## src/rtl/iir_mc_pkg.sv

```systemverilog
// iir_mc_pkg
//   Shared types and width helpers for the multi-channel power-of-two IIR
//   filter. Everything that has to agree between the top level and the
//   state RAM lives here.
//
//   state_e        : controller states (INIT clears RAM, IDLE waits for a
//                    sample set, RUN computes one stage per cycle)
//   clog2_min1()   : address/counter width that never collapses to zero
//   state_width()  : state word width, sample bits plus fraction bits
//   addr_width()   : state RAM address width for a given channel/stage count
package iir_mc_pkg;

  typedef enum logic [1:0] {
    ST_INIT = 2'd0,
    ST_IDLE = 2'd1,
    ST_RUN  = 2'd2
  } state_e;

  // A one-entry structure still needs a one-bit index, so the width is
  // never allowed to fall to zero.
  function automatic int clog2_min1(input int n);
    return (n > 1) ? $clog2(n) : 1;
  endfunction

  // Each state word carries K_SHIFT_MAX fraction bits below the sample so
  // that small steps are not lost to truncation at high shift values.
  function automatic int state_width(input int data_bits, input int k_shift_max);
    return data_bits + k_shift_max;
  endfunction

  // One state word per (channel, stage) pair.
  function automatic int addr_width(input int channels, input int max_stages);
    return clog2_min1(channels * max_stages);
  endfunction

endpackage

```

## src/rtl/iir_state_ram.sv

```systemverilog
// iir_state_ram
//   Distributed-style state memory for the filter cascade. Reads are
//   combinational so the single-cycle RUN datapath can read, update and
//   write back the same word within one clock. Contents are not reset; the
//   controller's INIT sweep zeroes every word instead.
//
//   clk    : write clock
//   we     : write enable
//   waddr  : write address
//   wdata  : write data
//   raddr  : asynchronous read address
//   rdata  : asynchronous read data
module iir_state_ram
  import iir_mc_pkg::*;
#(
  parameter int DEPTH = 32,
  parameter int WIDTH = 40
) (
  input  logic                         clk,
  input  logic                         we,
  input  logic [clog2_min1(DEPTH)-1:0] waddr,
  input  logic [WIDTH-1:0]             wdata,
  input  logic [clog2_min1(DEPTH)-1:0] raddr,
  output logic [WIDTH-1:0]             rdata
);

  logic [WIDTH-1:0] mem [DEPTH];

  always_ff @(posedge clk) begin
    if (we) begin
      mem[waddr] <= wdata;
    end
  end

  assign rdata = mem[raddr];

endmodule

```

## src/rtl/iir_filter_pow2_k_mc.sv

```systemverilog
// iir_filter_pow2_k_mc
//   Time-multiplexed cascaded first-order IIR low-pass for CHANNELS
//   unsigned sample streams. Each stage computes s' = s + ((x - s) >>> k),
//   i.e. a low-pass with coefficient 1/2^k. One (channel, stage) pair is
//   processed per clock; all channel results are published together with a
//   single OUT_VALID strobe once the last channel finishes.
//
//   clk        : system clock
//   rst_n      : asynchronous active-low reset; forces INIT
//   stages_m1  : cascade depth minus one, latched per sample set
//   k_shift    : filter shift, latched per sample set, clamped to K_SHIFT_MAX
//   clear      : one-cycle pulse; zero all filter state (aborts a pass)
//   in_valid   : in_value carries a new sample set this cycle
//   in_value   : packed samples, channel c at [c*DATA_BITS +: DATA_BITS]
//   busy       : init sweep or pass in progress; samples are not accepted
//   overrun    : in_valid seen while busy, sample set dropped this cycle
//   out_valid  : one-cycle strobe, out_value updated this cycle
//   out_value  : packed filtered outputs, same packing as in_value
module iir_filter_pow2_k_mc
  import iir_mc_pkg::*;
#(
  parameter int DATA_BITS   = 32,
  parameter int CHANNELS    = 4,
  parameter int MAX_STAGES  = 8,
  parameter int K_SHIFT_MAX = 8
) (
  input  logic                                clk,
  input  logic                                rst_n,
  input  logic [clog2_min1(MAX_STAGES)-1:0]   stages_m1,
  input  logic [$clog2(K_SHIFT_MAX+1)-1:0]    k_shift,
  input  logic                                clear,
  input  logic                                in_valid,
  input  logic [CHANNELS*DATA_BITS-1:0]       in_value,
  output logic                                busy,
  output logic                                overrun,
  output logic                                out_valid,
  output logic [CHANNELS*DATA_BITS-1:0]       out_value
);

  localparam int IW    = state_width(DATA_BITS, K_SHIFT_MAX);
  localparam int DEPTH = CHANNELS * MAX_STAGES;
  localparam int AW    = addr_width(CHANNELS, MAX_STAGES);
  localparam int CW    = clog2_min1(CHANNELS);
  localparam int SW    = clog2_min1(MAX_STAGES);
  localparam int KW    = $clog2(K_SHIFT_MAX + 1);
  localparam int OW    = CHANNELS * DATA_BITS;

  state_e          state_q,     state_d;
  logic [AW-1:0]   init_cnt_q,  init_cnt_d;
  logic [CW-1:0]   ch_q,        ch_d;
  logic [SW-1:0]   st_q,        st_d;
  logic [SW-1:0]   stages_q,    stages_d;
  logic [KW-1:0]   kshift_q,    kshift_d;
  logic [OW-1:0]   sample_q,    sample_d;
  logic [IW-1:0]   prev_q,      prev_d;
  logic [OW-1:0]   hold_q,      hold_d;
  logic [OW-1:0]   out_value_q, out_value_d;
  logic            out_valid_q, out_valid_d;

  logic [AW-1:0]   run_addr;
  logic            ram_we;
  logic [AW-1:0]   ram_waddr;
  logic [IW-1:0]   ram_wdata;
  logic [IW-1:0]   s_rd;
  logic [IW-1:0]   x_in;
  logic signed [IW:0] d_ext;
  logic signed [IW:0] d_shift;
  logic [IW-1:0]   s_new;

  iir_state_ram #(
    .DEPTH (DEPTH),
    .WIDTH (IW)
  ) u_state_ram (
    .clk   (clk),
    .we    (ram_we),
    .waddr (ram_waddr),
    .wdata (ram_wdata),
    .raddr (run_addr),
    .rdata (s_rd)
  );

  // Single-cycle stage update. Stage 0 takes the latched sample scaled up
  // by the fraction bits; later stages chain from the previous stage result
  // held in prev_q. The difference is formed one bit wider and signed so a
  // falling input shifts arithmetically toward zero instead of wrapping.
  // Because the step always moves s toward x, the sum stays inside IW bits.
  always_comb begin
    run_addr = AW'(int'(ch_q) * MAX_STAGES + int'(st_q));
    if (st_q == '0) begin
      x_in = {sample_q[int'(ch_q)*DATA_BITS +: DATA_BITS], {K_SHIFT_MAX{1'b0}}};
    end else begin
      x_in = prev_q;
    end
    d_ext   = signed'({1'b0, x_in}) - signed'({1'b0, s_rd});
    d_shift = d_ext >>> kshift_q;
    s_new   = IW'(signed'({1'b0, s_rd}) + d_shift);
  end

  // Controller. CLEAR wins over everything and restarts the INIT sweep
  // without writing the word under computation. The output holding
  // register collects each channel's final-stage result during the pass;
  // the visible output is only refreshed from it when the last channel
  // completes, so an aborted pass never changes out_value.
  always_comb begin
    state_d     = state_q;
    init_cnt_d  = init_cnt_q;
    ch_d        = ch_q;
    st_d        = st_q;
    stages_d    = stages_q;
    kshift_d    = kshift_q;
    sample_d    = sample_q;
    prev_d      = prev_q;
    hold_d      = hold_q;
    out_value_d = out_value_q;
    out_valid_d = 1'b0;
    ram_we      = 1'b0;
    ram_waddr   = run_addr;
    ram_wdata   = s_new;

    if (clear) begin
      state_d    = ST_INIT;
      init_cnt_d = '0;
      ch_d       = '0;
      st_d       = '0;
    end else begin
      unique case (state_q)
        ST_INIT: begin
          ram_we    = 1'b1;
          ram_waddr = init_cnt_q;
          ram_wdata = '0;
          if (init_cnt_q == AW'(DEPTH - 1)) begin
            init_cnt_d = '0;
            state_d    = ST_IDLE;
          end else begin
            init_cnt_d = init_cnt_q + AW'(1);
          end
        end

        ST_IDLE: begin
          if (in_valid) begin
            sample_d = in_value;
            stages_d = (int'(stages_m1) > MAX_STAGES - 1) ? SW'(MAX_STAGES - 1) : stages_m1;
            kshift_d = (int'(k_shift) > K_SHIFT_MAX) ? KW'(K_SHIFT_MAX) : k_shift;
            ch_d     = '0;
            st_d     = '0;
            state_d  = ST_RUN;
          end
        end

        ST_RUN: begin
          ram_we = 1'b1;
          prev_d = s_new;
          if (st_q == stages_q) begin
            hold_d[int'(ch_q)*DATA_BITS +: DATA_BITS] = s_new[IW-1:K_SHIFT_MAX];
            st_d = '0;
            if (ch_q == CW'(CHANNELS - 1)) begin
              ch_d        = '0;
              state_d     = ST_IDLE;
              out_value_d = hold_d;
              out_valid_d = 1'b1;
            end else begin
              ch_d = ch_q + CW'(1);
            end
          end else begin
            st_d = st_q + SW'(1);
          end
        end

        default: begin
          state_d    = ST_INIT;
          init_cnt_d = '0;
        end
      endcase
    end
  end

  // All control and output state clears asynchronously; reset lands in
  // INIT so the RAM is swept to zero as soon as reset releases.
  always_ff @(posedge clk or negedge rst_n) begin
    if (!rst_n) begin
      state_q     <= ST_INIT;
      init_cnt_q  <= '0;
      ch_q        <= '0;
      st_q        <= '0;
      stages_q    <= '0;
      kshift_q    <= '0;
      sample_q    <= '0;
      prev_q      <= '0;
      hold_q      <= '0;
      out_value_q <= '0;
      out_valid_q <= 1'b0;
    end else begin
      state_q     <= state_d;
      init_cnt_q  <= init_cnt_d;
      ch_q        <= ch_d;
      st_q        <= st_d;
      stages_q    <= stages_d;
      kshift_q    <= kshift_d;
      sample_q    <= sample_d;
      prev_q      <= prev_d;
      hold_q      <= hold_d;
      out_value_q <= out_value_d;
      out_valid_q <= out_valid_d;
    end
  end

  // Overrun flags the dropped sample in the same cycle it is offered. It is
  // gated by rst_n so it stays low while the block is held in reset.
  assign busy      = (state_q != ST_IDLE);
  assign overrun   = rst_n & in_valid & (state_q != ST_IDLE);
  assign out_valid = out_valid_q;
  assign out_value = out_value_q;

endmodule

```

## config.mk

```make
export PLATFORM = sky130hd
export DESIGN_NAME = iir_filter_pow2_k_mc
export DESIGN_NICKNAME = d
export VERILOG_FILES = /design/src/rtl/iir_mc_pkg.sv /design/src/rtl/iir_state_ram.sv /design/src/rtl/iir_filter_pow2_k_mc.sv
export SDC_FILE = /design/constraint.sdc
export NUM_CORES = 2
export LEC_CHECK = 0
export ABC_AREA = 1
export CAP_MARGIN = 20
export CELL_PAD_IN_SITES_DETAIL_PLACEMENT = 0
export CELL_PAD_IN_SITES_GLOBAL_PLACEMENT = 1
export CORE_AREA = 4 4 386 388
export CTS_CLUSTER_DIAMETER = 30
export CTS_CLUSTER_SIZE = 14
export DETAILED_ROUTE_END_ITERATION = 8
export DIE_AREA = 0 0 390 392
export HOLD_SLACK_MARGIN = 0.06
export PLACE_DENSITY_LB_ADDON = 0.1
export REMOVE_ABC_BUFFERS = 1
export SETUP_SLACK_MARGIN = 0.5
export SLEW_MARGIN = 40
export SYNTH_ARGS = -nofsm -noshare
export SYNTH_HDL_FRONTEND = slang
export SYNTH_SLANG_ARGS = --single-unit
```

## constraint.sdc

```tcl
create_clock -name clk -period 12.7 [get_ports clk]
set_input_delay 1.27 -clock clk [delete_from_list [all_inputs] [get_ports clk]]
set_output_delay 1.27 -clock clk [all_outputs]
set_load 0.05 [all_outputs]
```

### After elaboration in Yosys (flattened, before gate mapping)

Memory sizes are Yosys's and may differ from the RTL's.
Cells that the tools add are included.

| word-level totals | value |
|---|---|
| register bits after elaboration | 444 |
| RAM bits | 1280 |
| input port bits | 139 |
| output and inout port bits | 131 |
| word-level logic and storage cells | 83 |
| memories kept | 1 |

Memories:

| memory | depth | bits a word | rd ports | clocked after Yosys merged registers in | write ports | RTL line | source |
|---|---|---|---|---|---|---|---|
| u_state_ram.mem | 32 | 40 | 1 | 0 | 1 | iir_state_ram.sv:27 | `logic [WIDTH-1:0] mem [DEPTH];` |

| cells by class | value |
|---|---|
| add/sub/neg operators | 7 |
| $lt $le $gt $ge | 1 |
| eq/ne operators | 11 |
| shift-type cells | 4 |
| mux-type cells | 33 |
| bitwise gates (word level) | 3 |
| reductions and logical operators | 12 |

Operators by type and width:

| kind | count |
|---|---|
| $bwmux W128 | 1 |
| $shift A32 B33 Y128 const A | 1 |
| $shiftx A128 B8 Y32 | 1 |
| $shiftx A32 B33 Y128 | 1 |
| $mux W40 | 3 |
| $sshr A41 B4 Y40 | 1 |
| $sub A40 B40 Y41 | 1 |
| $add A40 B40 Y40 | 1 |
| $neg A7 Y33 | 1 |
| $mux W5 | 4 |
| $mux W2 | 9 |
| $ne A3 B3 Y1 const B | 4 |
| $pmux W5 S2 | 1 |
| $mux W3 | 3 |
| $reduce_and A3 Y1 | 3 |
| $mux W1 | 8 |
| $reduce_and A4 Y1 | 2 |
| $pmux W2 S3 | 1 |
| $pmux W3 S2 | 1 |
| $add A5 B1 Y5 const B | 1 |
| $add A5 B3 Y5 | 1 |
| $eq A5 B5 Y1 const B | 1 |
| $eq A2 B2 Y1 const B | 2 |
| $gt A4 B4 Y1 const B | 1 |
| other kinds (14) | 18 |

### Logic depth before layout (Yosys ltp)

| depth | value |
|---|---|
| depth after elaboration | 7 |
| gate-level depth with buffers | 51 |
| mapped depth without buffers | 47 |

### By module

From an unflattened synthesis, not the netlist that was laid out.

| unflattened totals | value |
|---|---|
| cell total of the unflattened synthesis | 8127 |
| area total of the unflattened synthesis | 78220.0 µm² |

By module, submodules not included:

| module | times used | cells an instance | area each (µm²) | sequential area each (µm²) |
|---|---|---|---|---|
| iir_state_ram | 1 | 4367 | 51602.0 | 38436.9 |
| iir_filter_pow2_k_mc | 1 | 3760 | 26618.0 | 11110.7 |

### Least setup slack after synthesis

OpenSTA, ideal clock, no wires.

| path | value |
|---|---|
| kind | register to register |
| start point | reg st_q[0] |
| end point | mem u_state_ram.mem[0][38] (data pin) |
| setup time | 0.351 ns |
| arrival time | 6.823 ns |
| data required time | 12.349 ns |
| slack | 5.527 ns |
| stages on the path, launching flop included | 40 |
| buffers on the path | 6 |
| period minus slack after synthesis | 7.173 ns |
| cell sequence | dfrtp_1 -> inv_1 -> buf_2 -> buf_2 -> buf_2 -> clkbuf_1 -> ha_1 -> nand2_1 -> inv_1 -> clkbuf_1 -> buf_1 -> nor2_1 -> ha_1 -> a21oi_2 -> nand2_2 -> nand2_2 -> a21oi_1 -> or2_2 -> [4 not listed] -> nand2_1 -> o21ai_1 -> o21ai_0 -> ha_1 -> inv_1 -> fa_1 -> nand3b_1 -> nand2_2 -> a21oi_4 -> o21ai_4 -> a21boi_4 -> o21ai_4 -> nand3_1 -> nand2_1 -> a21oi_2 -> xor2_1 -> inv_1 -> nor2_1 |

| between the ends | value |
|---|---|
| word-level cells in the longest chain between the ends | 7 |
| elaborated cells on any way between the ends | 9 |
| those cells by class | 3 x add/sub; 1 x shift; 3 x mux; 1 x reduce/logical; 1 x memory |

Ends and longest elaborated chain:

| what | RTL line | source |
|---|---|---|
| start, declared | iir_filter_pow2_k_mc.sv:51 | `logic [SW-1:0] st_q, st_d;` |
| start signal, assigned | iir_filter_pow2_k_mc.sv:196 | `st_q <= st_d;` |
| $add A5 B3 Y5 / $logic_not A3 Y1 (equally long branches) | iir_filter_pow2_k_mc.sv:88, iir_filter_pow2_k_mc.sv:89 |  |
| $mem_v2 Z32 W40 / $mux W40 (equally long branches) | - |  |
| $sub A40 B40 Y41 | iir_filter_pow2_k_mc.sv:94 | `d_ext = signed'({1'b0, x_in}) - signed'({1'b0, s_rd});` |
| $sshr A41 B4 Y40 | iir_filter_pow2_k_mc.sv:95 | `d_shift = d_ext >>> kshift_q;` |
| $add A40 B40 Y40 * | iir_filter_pow2_k_mc.sv:96 | `s_new = IW'(signed'({1'b0, s_rd}) + d_shift);` |
| $mux W40 | iir_filter_pow2_k_mc.sv:126 | `unique case (state_q)` |
| $mux W40 * | iir_filter_pow2_k_mc.sv:120 | `if (clear) begin` |
| via ram_wdata[38] | iir_filter_pow2_k_mc.sv:63 | `logic [IW-1:0] ram_wdata;` |
| end, declared | iir_state_ram.sv:27 |  |

Mark *: on every way through the listed nets, which the timed path passes. The rest lies on a longest branch.

### Worst setup path in the final report

| path | value |
|---|---|
| start point | reg st_q[0] |
| end point | mem u_state_ram.mem[24][30] (data pin) |

Same word-level chain as after synthesis.

==> metrics.cfg <==
[global_routing]
grt_pass1_vias = 58200
antenna_found_initial = 7
grt_overflow = 0
grt_start_max_net_pins = 150
grt.total_usage_pct = 32.5
grt_pass1_wl_um = 372000

[clocking]
ctsResizeCount = 0
cts_inserted_buffers = 374
cts.sinks = 1724
hold_buffers = 0
clk_pin_slew_ps = 40
h-tree-depth = 5
cts_buffer_depth = 4
postCtsSetupRepairBufs = 0
tritoncts = done
cts-root-buf = clkbuf_16
clk_latency_ps = 930

[final_layout]
multi_input_area_sq_um = 24400
synthToLayoutAreaGrowth_pct = 23.5
fin_nets = 7995
seqCellArea_sq_um = 49600
drive_gt1_share_pct = 11.5
n_fill_cell = 11400

[timing]
setup_violations = 0
skew_ps = 108
tightest_slew_ps = 857
final.setup.tns_ps = 0
relSlewSlack_pct = 42.9
rsz0062_at_grt = no
slew_viol_final = 0
hold_violations = 0
period_share_pct = 78.2
final.min_clock_period_ps = 9930
fmax_ghz = 0.101

[synth]
synth-edff-count = 1280
yosysWarnings = 0
synth_top_family_by_area = simple AND/OR/NAND/NOR gates
synth-compound-area-share_pct = 13.1
synth_fa_ha_area_share_pct = 1.59
avgSynthCellArea_sq_um = 10.3
synth_cells = 7416
synth_flop_cell = edfxtp_1
synth-seq-area-share_pct = 64.7
synth_xor_area_share_pct = 0.789
synth.distinct_cells = 61
synth_mux_area_share_pct = 0.105
synthArstFlopShare_pct = 25.8
yosys_register_bits = 1724
yosys.area_share.simple_pct = 15.6
synth_area_sq_um = 76600

[run_status]
status = finished clean

[hold_path]
hold_class = input pin to async pin

[setup_path]
critPathLaunchType = register
timing.critical_path.from = st_q[0]
crit_slowest_cell = dfrtp_4
critPathMaxFanout = 141
crit_type = register to register
crit_path_max_incr_delay_ps = 870
cpMostUsedCell = nand2_1
crit_path_end_kind = register
r2r_start = st_q[0]
required_ps = 13340
crit_arrival_ps = 10570

[placed_design]
port_buffers = 269
hpwl_um = 143000
finalWeightedCongestion = 0.933

[route]
routedWlPerCell_um = 25.4
vias = 60000
vias_per_cell = 6.02
drc = 0
dr.pass1.iters = 8
drtIter0Drc = 6827
drtAntennaViolNets = 0
drt-total-wl_um = 253000

[floorplanning]
start_util_pct = 52.7
io_pins = 270
rows = 140
die_h_um = 392
core_sq_um = 145000
die_area_sq_um = 153000
dieWidth_um = 390

[job]
drv_cap = 0

-- final cells by class --
class / instances / share of cell area [%]
Inverter: 374 / 1.52
Clock inverter: 230 / 2.80
Antenna cell: 1 / 0.00265
Sequential cell: 1724 / 52.4
Tap cell: 1917 / 2.54
Timing Repair Buffer: 425 / 4.45
Multi-Input combinational cell: 4861 / 25.8
Clock buffer: 437 / 10.5
-- through the flow --
stage               instances  hold WS [ps]  setup WS (ps)  area, sq um  utilization [%]
floorplan                6959           437         -23950        74800                -
global placement         9293           449           2970        81600             56.1
detailed placement       9300           453           2900        82000             56.4
CTS                      9967           171           2820        94500             65.0
global route             9968           198           2290        94600             65.0
finish                   9969           219           2770        94600             65.1
-- critical path, delay by kind of cell, from the launching register on --
kind	cells	cell delay, ps
AND/OR/NAND/NOR	12	1750
buffers and inverters	7	2120
flip-flops	1	870
AO/OA/AOI/OAI	11	2510
multiplexers	1	210
adder cells (fa/ha/maj)	3	1190
XOR/XNOR	2	770
-- Yosys cell counts (10+ instances only) --
| cell type | n | area (sq um) |
|---|---|---|
| buf_2 | 52 | 260 |
| a31oi_1 | 22 | 138 |
| o31ai_1 | 18 | 135 |
| dfrtp_1 | 444 | 11100 |
| clkbuf_1 | 355 | 1330 |
| xnor2_1 | 23 | 201 |
| edfxtp_1 | 1280 | 38400 |
| inv_2 | 14 | 52.6 |
| nand4_1 | 15 | 93.8 |
| o21a_1 | 10 | 75.1 |
| xor2_1 | 46 | 403 |
| nand2_1 | 1589 | 5960 |
| inv_1 | 354 | 1330 |
| nor2_1 | 995 | 3730 |
| o22ai_1 | 157 | 982 |
| a21oi_1 | 100 | 500 |
| ha_1 | 94 | 1180 |
| nand3_1 | 321 | 1610 |
| nor3_1 | 19 | 95.1 |
| buf_1 | 49 | 184 |
| nand2_2 | 13 | 81.3 |
| nor2_2 | 12 | 75.1 |
| o21ai_0 | 1000 | 5000 |
| o221ai_1 | 246 | 2150 |
| o211ai_1 | 10 | 75.1 |
| a22o_1 | 10 | 87.6 |
| o21ai_1 | 57 | 285 |
| a21oi_2 | 12 | 105 |
-- flip-flops by register name (all words and copies together) (netlist names) --
register and count:
init_cnt_q 5, st_q 3, kshift_q 4, out_value 128, hold_q 128, sample_q 128, prev_q 40, out_valid 1
ch_q 2, state_q 2, u_state_ram.mem 1280, stages_q 3
-- layer usage --
| layer | GRT usage [%] | vias to the layer above | part of all wire [%] |
|---|---|---|---|
| met2 | 50.3 | 2999 | 46 |
| li1 | - | 26800 | - |
| met5 | 0 | - | 0.010 |
| met3 | 5.05 | 475 | 8.9 |
| met1 | 47.4 | 29700 | 42 |
| met4 | 10.8 | 4 | 3.0 |
-- cell families (layout without fill, tap and decap cells) --
| family | count (synthesis) | count (layout) |
|---|---|---|
| AO/OA/AOI/OAI | 1691 | 1691 |
| multiplexers | 8 | 8 |
| adder cells (fa/ha/maj) | 96 | 96 |
| buffers and inverters | 831 | 1466 |
| XOR/XNOR | 69 | 69 |
| AND/OR/NAND/NOR | 2997 | 2997 |
| other | 0 | 1 |
| flip-flops | 1724 | 1724 |
-- placed cells by master, fill, tap and decap left out, drive strengths merged, types with 4 or more instances in the layout --
| cell | netlist | final |
|---|---|---|
| or2 | 9 | 9 |
| nand2 | 1603 | 1603 |
| nand3 | 327 | 327 |
| o21bai | 5 | 5 |
| nor3 | 23 | 23 |
| clkinv | 6 | 131 |
| clkdlybuf4s50 | 0 | 268 |
| ha | 94 | 94 |
| clkbuf | 355 | 437 |
| o211ai | 10 | 10 |
| clkinvlp | 0 | 33 |
| o21ai | 1069 | 1069 |
| o31ai | 21 | 21 |
| a21oi | 114 | 114 |
| o221ai | 246 | 246 |
| a31oi | 22 | 22 |
| a21o | 9 | 9 |
| o22ai | 157 | 157 |
| xnor2 | 23 | 23 |
| o21a | 10 | 10 |
| mux2i | 8 | 8 |
| xor2 | 46 | 46 |
| dfrtp | 444 | 444 |
| bufinv | 0 | 50 |
| edfxtp | 1280 | 1280 |
| nand4 | 15 | 15 |
| nor2 | 1009 | 1009 |
| o2111ai | 4 | 4 |
| a22o | 10 | 10 |
| buf | 102 | 157 |
| nand3b | 6 | 6 |
| inv | 368 | 390 |
| a21boi | 5 | 5 |
-- worst paths after layout --
kind	to	slack, ps	depth (start not counted)
worst max-delay path	u_state_ram.mem[24][30]	2770	36
worst min-delay path	sample_q[80]	220	1
worst max register to register	u_state_ram.mem[24][30]	2770	36
worst min register to register	sample_q[50]	460	2
max in group asynchronous	hold_q[112]	10150	4
min in group clk	sample_q[50]	460	2
Power is left out: the tool's default activity adds up to more than one toggle a clock period on the data nets, which glitch-free logic cannot reach.
